`src/rtl/instruction_fetch_unit_pkg.sv`:
```
// Shared types and constants for the instruction fetch unit.
// IFU_PREFETCH_BUF_EN selects a 2-entry prefetch FIFO instead of a single holding register.
package instruction_fetch_unit_pkg;

    typedef enum logic [1:0] {
        IDLE  = 2'd0,
        FETCH = 2'd1,
        DRAIN = 2'd2,
        FULL  = 2'd3
    } ifu_state_t;

    localparam logic [15:0] IFU_RESET_PC = 16'h0000;

    // Instruction word layout: [15:12] opcode, [11:9] rs1, [8:6] rs2, [5:0] offset
    localparam int OPC_MSB = 15;
    localparam int OPC_LSB = 12;
    localparam int RS1_MSB = 11;
    localparam int RS1_LSB = 9;
    localparam int RS2_MSB = 8;
    localparam int RS2_LSB = 6;
    localparam int OFF_MSB = 5;
    localparam int OFF_LSB = 0;

    localparam logic [3:0] OPC_ALU    = 4'h0;
    localparam logic [3:0] OPC_LOAD   = 4'h1;
    localparam logic [3:0] OPC_STORE  = 4'h2;
    localparam logic [3:0] OPC_BRANCH = 4'h3;
    localparam logic [3:0] OPC_JUMP   = 4'h4;

`ifdef IFU_PREFETCH_BUF_EN
    localparam int IFU_BUF_DEPTH = 2;
`else
    localparam int IFU_BUF_DEPTH = 1;
`endif

    typedef struct packed {
        logic [15:0] instr;
        logic [15:0] pc;
    } ifu_entry_t;

    function automatic logic [15:0] branch_target(input logic [15:0] rpc, input logic [5:0] off);
        return rpc + 16'd1 + {{10{off[5]}}, off};
    endfunction

    function automatic logic [15:0] jump_target(input logic [15:0] rpc, input logic [11:0] fld);
        return {rpc[15:12], fld};
    endfunction

endpackage

```
`src/rtl/instruction_fetch_unit_buffer.sv`:
```
// Instruction buffer: holding register (depth 1) or FIFO (depth 2, IFU_PREFETCH_BUF_EN).
// Push lands next cycle; head is always entry 0; flush overrides push and pop.
module ifu_inst_buffer
    import instruction_fetch_unit_pkg::*;
#(
    parameter int DEPTH = IFU_BUF_DEPTH
) (
    input  logic       clk,
    input  logic       resetN,
    input  logic       push,
    input  ifu_entry_t push_entry,
    input  logic       pop,
    input  logic       flush,
    output ifu_entry_t head,
    output logic       full,
    output logic       empty
);

    localparam int CW = $clog2(DEPTH + 1);

    logic [CW-1:0] count;
    logic [CW-1:0] wr_pos;
    ifu_entry_t    mem [DEPTH];

    // A simultaneous pop shifts the queue down, so the write slot moves with it.
    assign wr_pos = pop ? count - CW'(1) : count;
    assign full   = (count == CW'(DEPTH));
    assign empty  = (count == '0);
    assign head   = mem[0];

    always_ff @(posedge clk or negedge resetN) begin
        if (!resetN) begin
            count <= '0;
            for (int i = 0; i < DEPTH; i++) mem[i] <= '0;
        end else if (flush) begin
            count <= '0;
        end else begin
            count <= count + CW'(push) - CW'(pop);
            if (pop) begin
                for (int i = 0; i < DEPTH - 1; i++) mem[i] <= mem[i + 1];
            end
            if (push) begin
                for (int i = 0; i < DEPTH; i++) begin
                    if (CW'(i) == wr_pos) mem[i] <= push_entry;
                end
            end
        end
    end

endmodule

```
`src/rtl/instruction_fetch_unit.sv`:
```
// Instruction fetch: one outstanding imem request, redirect handling, buffer depth set by IFU_PREFETCH_BUF_EN.
// Request issues the cycle after the decision; decode backpressure via instrReady stops fetching when the buffer fills.
module instruction_fetch_unit
    import instruction_fetch_unit_pkg::*;
#(
    parameter logic [15:0] RESET_PC = IFU_RESET_PC
) (
    input  logic        clk,
    input  logic        resetN,
    input  logic        fetchEnable,
    output logic        imemReq,
    output logic [15:0] imemAddr,
    input  logic [15:0] imemRdata,
    input  logic        imemAck,
    output logic        instrValid,
    output logic [15:0] instr,
    output logic [15:0] instrPc,
    input  logic        instrReady,
    input  logic        branchTaken,
    input  logic        jumpTaken,
    input  logic [15:0] redirectPc,
    input  logic [5:0]  offset,
    input  logic [11:0] offsetJump,
    output logic [15:0] pc
);

    ifu_state_t  state, state_n;
    logic [15:0] pc_n;
    logic        req_n;
    logic        new_req;
    logic        push, pop, flush;
    logic        redirect;
    logic [15:0] target;
    logic        buf_full, buf_empty, almost_full;
    ifu_entry_t  head;

    assign redirect = branchTaken | jumpTaken;
    assign target   = jumpTaken ? jump_target(redirectPc, offsetJump)
                                : branch_target(redirectPc, offset);
    assign pop      = instrValid & instrReady;

    // One free slot left: a push without a matching pop fills the buffer.
    assign almost_full = (IFU_BUF_DEPTH == 1) ? buf_empty : (!buf_empty && !buf_full);

    always_comb begin
        state_n = state;
        pc_n    = pc;
        req_n   = imemReq;
        push    = 1'b0;
        flush   = 1'b0;
        if (redirect) begin
            flush = 1'b1;
            pc_n  = target;
            if (imemReq && !imemAck) begin
                state_n = DRAIN;
            end else begin
                req_n   = 1'b0;
                state_n = fetchEnable ? FETCH : IDLE;
            end
        end else begin
            case (state)
                IDLE: begin
                    if (fetchEnable && !buf_full) state_n = FETCH;
                end
                FETCH: begin
                    if (imemReq) begin
                        if (imemAck) begin
                            push  = 1'b1;
                            pc_n  = pc + 16'd1;
                            req_n = 1'b0;
                            if (!pop && almost_full) state_n = FULL;
                            else if (!fetchEnable)   state_n = IDLE;
                            else                     req_n   = 1'b1;
                        end
                    end else if (!fetchEnable) begin
                        state_n = IDLE;
                    end else if (buf_full) begin
                        state_n = FULL;
                    end else begin
                        req_n = 1'b1;
                    end
                end
                DRAIN: begin
                    if (imemAck) begin
                        req_n   = 1'b0;
                        state_n = fetchEnable ? FETCH : IDLE;
                    end
                end
                FULL: begin
                    if (pop) state_n = FETCH;
                end
                default: state_n = IDLE;
            endcase
        end
    end

    // The address register only loads when a fresh request starts, so it holds through DRAIN.
    assign new_req = req_n && (!imemReq || imemAck);

    always_ff @(posedge clk or negedge resetN) begin
        if (!resetN) begin
            state    <= IDLE;
            pc       <= RESET_PC;
            imemReq  <= 1'b0;
            imemAddr <= RESET_PC;
        end else begin
            state   <= state_n;
            pc      <= pc_n;
            imemReq <= req_n;
            if (new_req) imemAddr <= pc_n;
        end
    end

    ifu_inst_buffer #(.DEPTH(IFU_BUF_DEPTH)) u_buf (
        .clk        (clk),
        .resetN     (resetN),
        .push       (push),
        .push_entry ({imemRdata, imemAddr}),
        .pop        (pop),
        .flush      (flush),
        .head       (head),
        .full       (buf_full),
        .empty      (buf_empty)
    );

    assign instrValid = !buf_empty;
    assign instr      = head.instr;
    assign instrPc    = head.pc;

endmodule

```
`config.mk`:
```
export PLATFORM = sky130hd
export DESIGN_NAME = instruction_fetch_unit
export DESIGN_NICKNAME = d
export VERILOG_FILES = /design/src/rtl/instruction_fetch_unit_pkg.sv /design/src/rtl/instruction_fetch_unit_buffer.sv /design/src/rtl/instruction_fetch_unit.sv
export SDC_FILE = /design/constraint.sdc
export NUM_CORES = 1
export LEC_CHECK = 0
export CAP_MARGIN = 20
export CORE_MARGIN = 8
export CORE_UTILIZATION = 40
export DETAILED_ROUTE_END_ITERATION = 10
export PLACE_DENSITY = 0.75
export SETUP_SLACK_MARGIN = 0.05
export SLEW_MARGIN = 0
export SYNTH_ARGS = -nofsm -noshare
export SYNTH_HDL_FRONTEND = slang
export SYNTH_HIERARCHICAL = 1
export SYNTH_SLANG_ARGS = --single-unit
```
`constraint.sdc`:
```
create_clock -name clk -period 2 [get_ports clk]
set_input_delay 0.4 -clock clk [delete_from_list [all_inputs] [get_ports clk]]
set_output_delay 0.4 -clock clk [all_outputs]
set_load 0.005 [all_outputs]
```
* Word-level counts from Yosys, hierarchy flattened
Index checks and enable logic that the tools add are counted.
** Storage, ports and cells
- Register bits after elaboration :: 68
- Output and inout bits :: 66
- Input port bits :: 57
** Operators by class
- Bitwise logic cells :: 5
- Add/sub/neg operators :: 6
- Eq/ne operators :: 9
- Multiplexer cells :: 35
- Reduce and logical (&&, ||, !) cells :: 12
** Operators with widths (number)
- 16-bit two-way mux :: 5
- 16-bit by 1-bit adder with 16-bit output, second input constant :: 2
- 2-bit two-way mux :: 11
- 1-bit two-way mux :: 17
- 16-bit adder :: 1
- 3-bit != test, second input constant :: 3
- 2-bit case mux with 4 select lines :: 1
- 6-bit AND reduction :: 1
- 5-bit by 4-bit != test with 1-bit output, second input constant :: 1
- 5-bit != test, second input constant :: 1
- 2-bit == test, second input constant :: 2
- 1-bit logical AND :: 4
- 1-bit zero test :: 4
- 4-bit != test, second input constant :: 1
- 1-bit inverter :: 3
- 3-bit AND reduction :: 1
- 2-bit by 1-bit == test with 1-bit output, second input constant :: 1
- 2-bit zero test :: 1
- 1-bit case mux with 2 select lines :: 1
- 1-bit adder :: 1
- 1-bit AND :: 1
- 1-bit logical OR :: 1
- 1-bit OR :: 1
- 1-bit subtractor :: 1
- 1-bit subtractor, second input constant :: 1

* Depth between registers and ports, before layout
- Depth after elaboration :: 9
- Gate-level depth with buffers :: 10
- Depth with buffers taken out :: 10

* By module
The synthesis kept the hierarchy.
** By module, submodules not included
- instruction_fetch_unit :: area an instance 2695.1 um2, instances 1, sequential area each 875.8 um2, cells an instance 311
- ifu_inst_buffer :: area an instance 1376.3 um2, instances 1, sequential area each 825.8 um2, cells an instance 73

* Worst setup path after synthesis
Ideal clock, no wire load.
- Kind :: input to register
- Start point :: input offset[0]
- End point :: register imemAddr[10]
- Library setup time :: 125 ps
- Data required time :: 1875 ps
- Setup slack :: -488 ps
- Cell stages on the path :: 10
- Arrival :: 2363 ps
- Buffers on the path :: 0
- Cells stage by stage :: inv_1 ha_1 inv_1 fa_1 a211oi_1 o21bai_1 a221oi_4 xnor2_1 o221a_4 mux2_2
** Between the ends
- Word-level cells in the longest chain between the ends :: 3
** Ends and longest elaborated chain
- start, declared :: RTL line instruction_fetch_unit.sv:22 : input logic [5:0] offset,
- 16-bit adder :: RTL line instruction_fetch_unit_pkg.sv:42 : return rpc + 16'd1 + {{10{off[5]}}, off};
- 16-bit two-way mux :: RTL line instruction_fetch_unit.sv:38 : assign target = jumpTaken ? jump_target(redirectPc, offsetJump)
- 16-bit two-way mux :: RTL line instruction_fetch_unit.sv:51 : if (redirect) begin
- net pc_n[10] :: RTL line instruction_fetch_unit.sv:28 : logic [15:0] pc_n;
- end signal, assigned :: RTL line instruction_fetch_unit.sv:110 : if (new_req) imemAddr <= pc_n;
- end, declared :: RTL line instruction_fetch_unit.sv:12 : output logic [15:0] imemAddr,
The timed path passes the listed nets, and every way through them passes these cells.
A chain may end at the register's enable or synchronous reset.

* Final worst setup path
- Start point :: input imemAck
- End point :: register imemAddr[10]
** Between the ends
- Elaborated cells between the ends (all ways) :: 14
- Those cells by class :: 10 x mux; 4 x reduce/logical
** RTL lines
- start, declared :: RTL line instruction_fetch_unit.sv:14 : input logic imemAck,
- 16-bit two-way mux :: RTL line instruction_fetch_unit.sv:67 : if (imemAck) begin
- 16-bit two-way mux :: RTL line instruction_fetch_unit.sv:66 : if (imemReq) begin
- 16-bit two-way mux :: RTL line instruction_fetch_unit.sv:61 : case (state)
- 16-bit two-way mux :: RTL line instruction_fetch_unit.sv:51
- net pc_n[10] :: RTL line instruction_fetch_unit.sv:28
The timed path passes the listed nets, and every way through them passes these cells.

==> metrics <==
Peak VDD IR=0.347 mV; Die Ht=117 microns; Worst-Skew Late Latency=340 ps; mean routed wirelength per cell=17.8 microns; Worst Path Required=2230 ps; final hold slack=512 ps; Worst Path Buf+Inv=1; CP max stage delay=590 ps; Hold Path Origin=u_buf/head[25]$_DFFE_PN0P_; initial DRC count=122; post-place setup slack=-990 ps; pin count of the biggest net entering global routing=28; Final Instance Count excl. Fillers=750; crit path DAT=2430 ps; Final Skew=3.62 ps; max cap viols=0; final hold viol count=0; core area=10100 sq um; dominant cells by area after synthesis=dfrtp_1 (42%), mux2_4 (11%), ha_1 (6.1%); Tot GR Track Use=0.189; unrepaired setup endpoints after global routing=true; share of Yosys cell area claimed by the top area cell type=0.418; ys flop type=dfrtp_1; Final period util=1.10; CTS tree=built; final wirelength=13.4 mm; Switching Share=0.312; die footprint=13700 sq um; syn_nets=462; fin nets=687; Reg-to-Reg Start=state[1]$_DFFE_PN0P_; Total Power=4.76 mW; Synth cell types=55; routability cong.=0.904; vias per inst=5.18; synthesized instance count=384; Via Count=3882; register area share after synthesis=0.418; synth-to-layout area growth=73.0%; Worst setup EP type=flop; Root Buffer Master=clkbuf_8; num rows=37; clock share of power=0.239; Warnings, synthesis=6; Worst-Margin Slew=460 ps; worst min path class=flop to flop; CTS Sinks=68; endpoints failing setup=27; ordered list of cells on the worst path=clkdlybuf4s50_1, nand4_1, nor4_1, xnor2_1, nand2_1, o221a_4, mux2_4; Post-synth EDFFs=0; Worst Setup Slack, final=-199 ps; first-pass GRT wire length=20.2 mm; final antenna-violating net count=0; placed cells=717; share of layout cells above drive strength 1=0.399; clock-pin slew on the worst setup and hold paths=70 ps; Lkg Pwr=3.15 nW; Initial Util=0.403; Final Max Slew Viols=0; leading area contributor after synthesis=dfrtp_1; slowest CP cell=clkdlybuf4s50_1; syn_area_per_cell=10.6 sq um; Synth async-reset ratio=1.00; Combinational Power Share=0.381; initial antenna violation count=0; Flop pwr share=0.380; failing checks=negative setup slack; ant diodes=0; Worst slew margin=0.693; critical path class=input pin to flop; DP HPWL=9.77 mm; crit path max fanout=4; Crit path max-delay family=simple AND/OR/NAND/NOR gates; First-pass DRT Iterations=5; grt ovf=0; CTS Buf Count=9; # H-tree levels=3; Synth Cell Area=4070 sq um; clock buffer depth=2; number of synthesized register bits=68; IO buf count=122; pwr dens=675 nW/um^2; vias in the first global route=4082; final worst path period need=2200 ps; Critical path origin=imemAck; P_sw=1.48 mW; DRC=0; status=finished with violations; I/O pin count=123; CP Launch Type=input pin; r2r setup slk=-170 ps; fmax=455 MHz; Die W=117 microns; Internal=3.27 mW
-- area by class of cell --
cell class | instances | area (sq um)
clock inverter | 7 | 76.3
inverter | 22 | 100
tap | 136 | 170
fill | 750 | 3050
timing repair buffer | 226 | 2120
clock buffer | 9 | 124
sequential | 68 | 1700
multi-input combinational | 282 | 2760
-- cells by family after synthesis --
family / Yosys count / synth area share
fa+ha+maj: 21 / 0.0664
mux: 45 / 0.151
simple gates: 103 / 0.123
compound gates: 95 / 0.161
xor+xnor: 18 / 0.0387
buf+inv: 34 / 0.0418
flops: 68 / 0.418
-- per-layer routing --
layer  vias to the layer above  wire [microns]  GRT usage
met4                         0             284     0.0708
met1                      1847            5370      0.223
met3                        22             901     0.0318
met2                       163            6800      0.336
li1                       1850               -          -
met5                         -               0          0
-- stage by stage --
stage               cell area (sq um)  utilization  TNS (ps)
floorplan                        4220            -      -504
global route                     7050        0.698     -3130
global placement                 6210        0.615    -23450
finish                           7050        0.698     -1320
CTS                              6760        0.670      -754
detailed placement               6210        0.615    -25370
-- final timing paths --
path,endpoint,depth (start not counted)
max,imemAddr[10]$_DFFE_PN0P_,7
min,u_buf/head[25]$_DFFE_PN0P_,1
max reg2reg,imemAddr[10]$_DFFE_PN0P_,8
min reg2reg,u_buf/head[25]$_DFFE_PN0P_,1
max in group asynchronous,pc[2]$_DFF_PN0_,3
min in group asynchronous,u_buf/head[23]$_DFFE_PN0P_,2
-- layout by cell type, fill, tap and decap left out, types with 5 or more instances in the layout --
cell,Yosys,layout
a21oi_2,0,6
o21ai_0,22,11
nor2_1,20,17
nand3_1,9,7
xnor2_1,15,11
clkdlybuf4s50_1,0,106
clkbuf_8,0,9
a21oi_1,22,14
ha_4,0,8
buf_6,5,7
mux2_2,12,5
dfrtp_1,68,68
buf_12,0,5
buf_4,0,89
o21ai_1,0,6
ha_1,20,11
inv_1,22,17
a21o_1,7,7
nor2b_1,6,5
mux2_4,30,37
nand2_1,39,39
-- sequential cells by signal, summed over array words and instances, names as in the netlist --
register	flops
u_buf/head	32
imemAddr	16
pc	16
state	2
imemReq	1
u_buf/full	1
-- timing repair --
item / 4_1_cts / 5_1_grt
endpoints found under the setup margin: 38 / 55
pin swaps: 35 / 44
hold buffers: 1 / 0
hold endpoints to repair: 10 / 0
setup buffers: 8 / 8
gates resized for setup: 73 / 69
cloned: 2 / 1
-- cells in the mapped netlist (all sizes together), types with 2 or more instances --
| master | instances |
|---|---|
| dfrtp | 68 |
| mux2 | 42 |
| nand2 | 39 |
| a21oi | 22 |
| inv | 22 |
| o21ai | 22 |
| ha | 20 |
| nor2 | 20 |
| xnor2 | 15 |
| nand3 | 9 |
| a21o | 8 |
| o31ai | 7 |
| buf | 6 |
| clkbuf | 6 |
| nor2b | 6 |
| and3 | 5 |
| nor3 | 5 |
| or3 | 5 |
| a211oi | 4 |
| nand4 | 4 |
| o31a | 4 |
| mux2i | 3 |
| nor4 | 3 |
| o2111ai | 3 |
| o22ai | 3 |
| o311ai | 3 |
| xor2 | 3 |
| a21boi | 2 |
| a221o | 2 |
| a221oi | 2 |
| nor3b | 2 |
| o211ai | 2 |
| o21a | 2 |
| or2 | 2 |
-- power groups by stage --
stage          combinational, mW  clock, mW  sequential (mW)
2_1_floorplan              0.598          0             1.82
3_3_place_gp                1.57          0             1.82
3_5_place_dp                1.60          0             1.83
4_1_cts                     1.71       1.16             1.80
5_1_grt                     1.95       1.22             1.84
6_report                    1.81       1.14             1.81
(Power assumes the default switching activity.)
